===== src/rtl/activity_pkg.sv =====
// Shared types and default widths for the activity-bank enable sequencer.
// The FSM state encoding is also what the sequencer exposes on its debug port.
package activity_pkg;

   typedef enum logic [1:0] {
      ST_IDLE = 2'd0,
      ST_ON   = 2'd1,
      ST_OFF  = 2'd2,
      ST_FIN  = 2'd3
   } state_t;

   localparam int DEF_BANKS = 4;
   localparam int DEF_ON_W  = 16;
   localparam int DEF_OFF_W = 16;
   localparam int DEF_NB_W  = 8;

   function automatic int max_int(input int a, input int b);
      return (a > b) ? a : b;
   endfunction

endpackage


===== src/rtl/activity_down_counter.sv =====
// Loadable down-counter that saturates at zero.
// Loading period-1 makes "zero" mark the final cycle of a period.
module activity_down_counter #(
   parameter int W = 16
) (
   input  logic         clk,
   input  logic         rst,
   input  logic         load,
   input  logic [W-1:0] value,
   input  logic         en,
   output logic         zero
);

   logic [W-1:0] count;

   always_ff @(posedge clk) begin
      if (rst) begin
         count <= '0;
      end else if (load) begin
         count <= value;
      end else if (en && (count != '0)) begin
         count <= count - 1'b1;
      end
   end

   assign zero = (count == '0);

endmodule


===== src/rtl/activity_sequencer.sv =====
// Emits a programmed train of enable bursts to the activity banks, with a trigger
// pulse on each burst onset. Every output is a flop so activity_en cannot glitch.
module activity_sequencer
   import activity_pkg::*;
#(
   parameter int G_BANKS = DEF_BANKS,
   parameter int G_ON_W  = DEF_ON_W,
   parameter int G_OFF_W = DEF_OFF_W,
   parameter int G_NB_W  = DEF_NB_W
) (
   input  logic               clk,
   input  logic               rst,
   input  logic               start,
   input  logic               abort,
   input  logic [G_ON_W-1:0]  on_cycles,
   input  logic [G_OFF_W-1:0] off_cycles,
   input  logic [G_NB_W-1:0]  num_bursts,
   input  logic [G_BANKS-1:0] bank_mask,
   output logic [G_BANKS-1:0] activity_en,
   output logic               trig,
   output logic               busy,
   output logic               done,
   output logic [G_NB_W-1:0]  burst_idx,
   output logic [1:0]         state_dbg
);

   localparam int PW = max_int(G_ON_W, G_OFF_W);

   // start is a one-cycle command honoured only in IDLE with abort low; it is
   // never queued. abort is a level that wins over every other transition.

   state_t               state_q, state_d;
   logic [G_ON_W-1:0]    on_q;
   logic [G_OFF_W-1:0]   off_q;
   logic [G_BANKS-1:0]   mask_q;
   logic                 latch;

   logic [G_BANKS-1:0]   en_d;
   logic                 trig_d, busy_d, done_d;
   logic [G_NB_W-1:0]    idx_d;

   logic                 pc_load, pc_en, pc_zero;
   logic [PW-1:0]        pc_value;
   logic                 bc_load, bc_en, bc_zero;
   logic [G_NB_W-1:0]    bc_value;

   logic [PW-1:0]        on_in_ld, on_q_ld, off_q_ld;

   // An ON length of zero behaves as one cycle.
   assign on_in_ld = (on_cycles == '0) ? '0 : PW'(on_cycles - 1'b1);
   assign on_q_ld  = (on_q == '0)      ? '0 : PW'(on_q - 1'b1);
   assign off_q_ld = PW'(off_q - 1'b1);

   activity_down_counter #(.W(PW)) u_period_cnt (
      .clk   (clk),
      .rst   (rst),
      .load  (pc_load),
      .value (pc_value),
      .en    (pc_en),
      .zero  (pc_zero)
   );

   // Holds the number of bursts still to start; zero means the current one is last.
   activity_down_counter #(.W(G_NB_W)) u_burst_cnt (
      .clk   (clk),
      .rst   (rst),
      .load  (bc_load),
      .value (bc_value),
      .en    (bc_en),
      .zero  (bc_zero)
   );

   always_comb begin
      state_d  = state_q;
      latch    = 1'b0;
      en_d     = '0;
      trig_d   = 1'b0;
      busy_d   = 1'b0;
      done_d   = 1'b0;
      idx_d    = burst_idx;
      pc_load  = 1'b0;
      pc_en    = 1'b0;
      pc_value = '0;
      bc_load  = 1'b0;
      bc_en    = 1'b0;
      bc_value = '0;

      unique case (state_q)
         ST_IDLE: begin
            if (start && !abort) begin
               latch  = 1'b1;
               busy_d = 1'b1;
               if (num_bursts == '0) begin
                  state_d = ST_FIN;
                  done_d  = 1'b1;
               end else begin
                  state_d  = ST_ON;
                  en_d     = bank_mask;
                  trig_d   = 1'b1;
                  idx_d    = '0;
                  pc_load  = 1'b1;
                  pc_value = on_in_ld;
                  bc_load  = 1'b1;
                  bc_value = num_bursts - 1'b1;
               end
            end
         end
         ST_ON: begin
            busy_d = 1'b1;
            if (!pc_zero) begin
               en_d  = mask_q;
               pc_en = 1'b1;
            end else if (bc_zero) begin
               state_d = ST_FIN;
               done_d  = 1'b1;
            end else if (off_q != '0) begin
               state_d  = ST_OFF;
               pc_load  = 1'b1;
               pc_value = off_q_ld;
            end else begin
               // Back-to-back bursts: enables stay high, trig marks the new onset.
               en_d     = mask_q;
               trig_d   = 1'b1;
               idx_d    = burst_idx + 1'b1;
               pc_load  = 1'b1;
               pc_value = on_q_ld;
               bc_en    = 1'b1;
            end
         end
         ST_OFF: begin
            busy_d = 1'b1;
            if (!pc_zero) begin
               pc_en = 1'b1;
            end else begin
               state_d  = ST_ON;
               en_d     = mask_q;
               trig_d   = 1'b1;
               idx_d    = burst_idx + 1'b1;
               pc_load  = 1'b1;
               pc_value = on_q_ld;
               bc_en    = 1'b1;
            end
         end
         ST_FIN: begin
            state_d = ST_IDLE;
         end
         default: begin
            state_d = ST_IDLE;
         end
      endcase

      if (abort && (state_q != ST_IDLE)) begin
         state_d = ST_IDLE;
         en_d    = '0;
         trig_d  = 1'b0;
         busy_d  = 1'b0;
         done_d  = 1'b0;
         idx_d   = burst_idx;
         pc_load = 1'b0;
         pc_en   = 1'b0;
         bc_en   = 1'b0;
      end
   end

   always_ff @(posedge clk) begin
      if (rst) begin
         state_q     <= ST_IDLE;
         activity_en <= '0;
         trig        <= 1'b0;
         busy        <= 1'b0;
         done        <= 1'b0;
         burst_idx   <= '0;
         on_q        <= '0;
         off_q       <= '0;
         mask_q      <= '0;
      end else begin
         state_q     <= state_d;
         activity_en <= en_d;
         trig        <= trig_d;
         busy        <= busy_d;
         done        <= done_d;
         burst_idx   <= idx_d;
         if (latch) begin
            on_q   <= on_cycles;
            off_q  <= off_cycles;
            mask_q <= bank_mask;
         end
      end
   end

   assign state_dbg = state_q;

endmodule


===== config.mk =====
export PLATFORM = sky130hd
export DESIGN_NAME = activity_sequencer
export DESIGN_NICKNAME = d
export VERILOG_FILES = /design/src/rtl/activity_pkg.sv /design/src/rtl/activity_down_counter.sv /design/src/rtl/activity_sequencer.sv
export SDC_FILE = /design/constraint.sdc
export NUM_CORES = 1
export LEC_CHECK = 0
export ABC_AREA = 1
export BUFFER_PORTS_ARGS = -buffer_cell sky130_fd_sc_hd__buf_4
export CAP_MARGIN = 20
export CORE_ASPECT_RATIO = 0.9
export CORE_MARGIN = 4
export CORE_UTILIZATION = 50
export DETAILED_ROUTE_END_ITERATION = 7
export GPL_ROUTABILITY_DRIVEN = 0
export PLACE_DENSITY = 0.7
export REMOVE_ABC_BUFFERS = 1
export SLEW_MARGIN = 10
export SYNTH_ARGS = -nofsm -noshare
export SYNTH_HDL_FRONTEND = slang
export SYNTH_SLANG_ARGS = --single-unit

===== constraint.sdc =====
create_clock -name clk -period 1.93 [get_ports clk]
set_input_delay 0 -clock clk [delete_from_list [all_inputs] [get_ports clk]]
set_output_delay 0 -clock clk [all_outputs]
set_load 0.05 [all_outputs]

==> reports/results.ini <==
[setup_path]
path_class = reg -> reg
path_cells = nor2_2, nand2_2, nor2_2, nand2_1, buf_4, nand3_1, nand2_1, nand3_1, nand2_1, nand2_1, a21oi_2
crit_path_frequent_cell = nand2_1
path_max_fanout = 6
rr_worst_depth = 11
required_ns = 2.16
critical_path_arrival_ns = 2.11
cp-end-kind = flip-flop
max_stage_delay_ns = 0.36
critPathSlowestCell = dfxtp_1
start_kind = flip-flop

[layout]
final_cell_mix = 207 x nand2_1, 130 x nor2_1, 100 x buf_4
fin_cells = 1215
syn2layout_area_growth_pct = 27.3
num-fill-cells = 1079
fin_nets = 1116
postLayoutCoreUtil_pct = 65.1
seqCellArea_um2 = 1540
n_antenna_cell = 0
multi_input_area_um2 = 3850
drive_gt1_share_pct = 19.8
layout_commonest_cell = nand2_1

[detailed_routing]
wl_per_cell_um = 14.6
wl_um = 17700
drc_errors = 0
vias_per_cell = 5.20
antenna_left = 0
vias = 6313
dr.pass1.iters = 5
first_iter_violations = 577

[sta]
skew_ns = 0.00787
tightest_slew_ns = 0.565
drv_slew = 0
fmax_ghz = 0.533
relSlewSlack_pct = 62.3
min_period_over_period_pct = 97.1
hold_violations = 0
min_period_ns = 1.87
setup_viol = 0

[global_route]
grt_antenna_before_repair = 0
grt_usage_pct = 26.3
grt_max_degree = 64
grt_pass1_wl_um = 28500
grt_pass1_vias = 5738
grt_overflow = 0

[logic_synthesis]
synth.ff_latch_count = 77
netlist_area_um2 = 5840
seq_area_frac_synth_pct = 26.4
async_reset_ff_share_pct = 0
synth_flop_cell = dfxtp_1
yosys_warnings = 0
synth.distinct_cells = 44
synth_edf_count = 0
avgSynthCellArea_um2 = 6.28
synthCells = 930

[power_and_ir_drop]
p_switching_mw = 4.81
ir_drop_mv = 0.711
p_int_mw = 5.13
pwr-share-seq_pct = 22.1
combPwrFrac_pct = 60.3
netSwitchingFraction_pct = 48.4
leakage_nw = 3.51
clkPwrFrac_pct = 17.6
p_per_area_nw_per_um2 = 1330

[run]
maxCapViolCount = 0

[place]
port_buffers = 64
dpl.cell_count = 1158
dp_hpwl_um = 13000

[clock_network]
cts_tree = done
numCtsBuffers = 9
cts-root-buf = clkbuf_16
clockBufferDepth = 2
clk_pin_slew_worst_paths_ns = 0.06
worstSkewPairLatency_ns = 0.35
clkSinkCount = 77
htreeDepth = 3

[floorplan]
io_pins = 65
fp.dieH_um = 111
start_util_pct = 51.1
core_area_um2 = 11400
die_w_um = 122
rows = 37
dieArea_um2 = 13500

[run_status]
outcome = completed

[hold_path]
whs_path_depth = 3
hold_class = in -> reg

==> kinds of logic after synthesis <==
logic type                 synth area share (%)
and+or+nand+nor                            39.8
adders and majority gates                  3.00
AOI/OAI and AO/OA                          15.0
muxes                                     0.171
buffers and inverters                      9.68
xor gates and xnor gates                   5.99
DFF                                        26.4
==> metal layers <==
metal / vias to the layer above / track usage [%] / wire length [µm]
li1: 3246 / - / -
met1: 2798 / 37.6 / 8110
met2: 235 / 39.8 / 7890
met3: 34 / 4.56 / 1290
met4: 0 / 9.26 / 448
met5: - / 0 / 0
==> per-stage QoR <==
step	TNS (ns)	power, mW	hold WS (ns)	setup slack, ns	area (µm²)
2_1_floorplan	-25.00	6.10	0.0624	-0.753	5700
3_3_place_gp	0	7.67	0.257	0.0390	6640
3_5_place_dp	0	7.71	0.265	0.00148	6640
4_1_cts	0	9.54	0.00496	0.0132	7270
5_1_grt	-0.0450	10.7	0.0404	-0.0122	7440
6_report	0	9.93	0.00782	0.0552	7440
==> registers in the layout, summed over array words and instances (netlist names), 2 cells and up <==
name / cells
mask_q: 4
off_q: 16
state_dbg: 2
u_burst_cnt.count: 8
activity_en: 4
on_q: 16
u_period_cnt.count: 16
burst_idx: 8
==> timing repair <==
action | 4_1_cts | 5_1_grt
setup endpoints to repair | 7 | 35
pin swaps | 0 | 9
endpoints found under the hold margin | 33 | 0
gates resized for setup | 2 | 35
buffers inserted | 0 | 7
cloned | 0 | 1
hold buffers | 33 | 0
==> layout make-up <==
cell class / count / share of cell area, %
multi-input combinational: 720 / 51.7
sequential: 77 / 20.7
timing repair buffer: 136 / 15.2
inverter: 110 / 5.68
clock buffer: 11 / 3.26
tap: 156 / 2.62
clock inverter: 5 / 0.790
==> cells in the mapped netlist (2+ instances only) <==
master / number / area (µm²)
clkbuf_1: 13 / 48.8
buf_6: 5 / 56.3
nand2_4: 2 / 22.5
a21oi_2: 6 / 52.6
inv_2: 10 / 37.5
o21ai_1: 12 / 60.1
dfxtp_1: 77 / 1540
a21oi_1: 75 / 375
nor2_8: 3 / 60.1
xnor2_1: 7 / 61.3
inv_1: 99 / 372
nor2_1: 134 / 503
buf_2: 2 / 10.0
nor2_2: 12 / 75.1
xor2_1: 33 / 289
nand2_1: 211 / 792
nand2_8: 2 / 40.0
nand3_2: 2 / 20.0
nor3_1: 8 / 40.0
nor2_4: 5 / 56.3
clkbuf_2: 2 / 10.0
o21ai_0: 62 / 310
o21ai_2: 3 / 26.3
or2_2: 3 / 18.8
nand3_4: 3 / 52.6
nand4_1: 15 / 93.8
nand3_1: 82 / 410
nand2_2: 13 / 81.3
ha_1: 14 / 175
==> path summary, 6_finish.rpt <==
kind,start,end,slack (ns)
worst max-delay path,on_q[2],u_period_cnt.count[13],0.06
worst min-delay path,on_cycles[11],on_q[11],0.008
worst max register to register,on_q[2],u_period_cnt.count[13],0.06
worst min register to register,mask_q[3],mask_q[3],0.47
==> worst max-delay path: cells and delay by family, from the launching register on <==
kind | cells | cell delay [ns]
flops | 1 | 0.36
buf+inv | 1 | 0.19
compound gates | 1 | 0.06
simple gates | 9 | 1.14
==> power by group through the flow <==
stage	sequential [mW]	clock, mW	combinational, mW
2_1_floorplan	2.37	0	3.73
3_3_place_gp	2.21	0	5.46
3_5_place_dp	2.21	0	5.51
4_1_cts	2.18	1.77	5.59
5_1_grt	2.24	1.83	6.62
6_report	2.20	1.75	5.99
No activity file was read; power rests on OpenSTA's default activity.
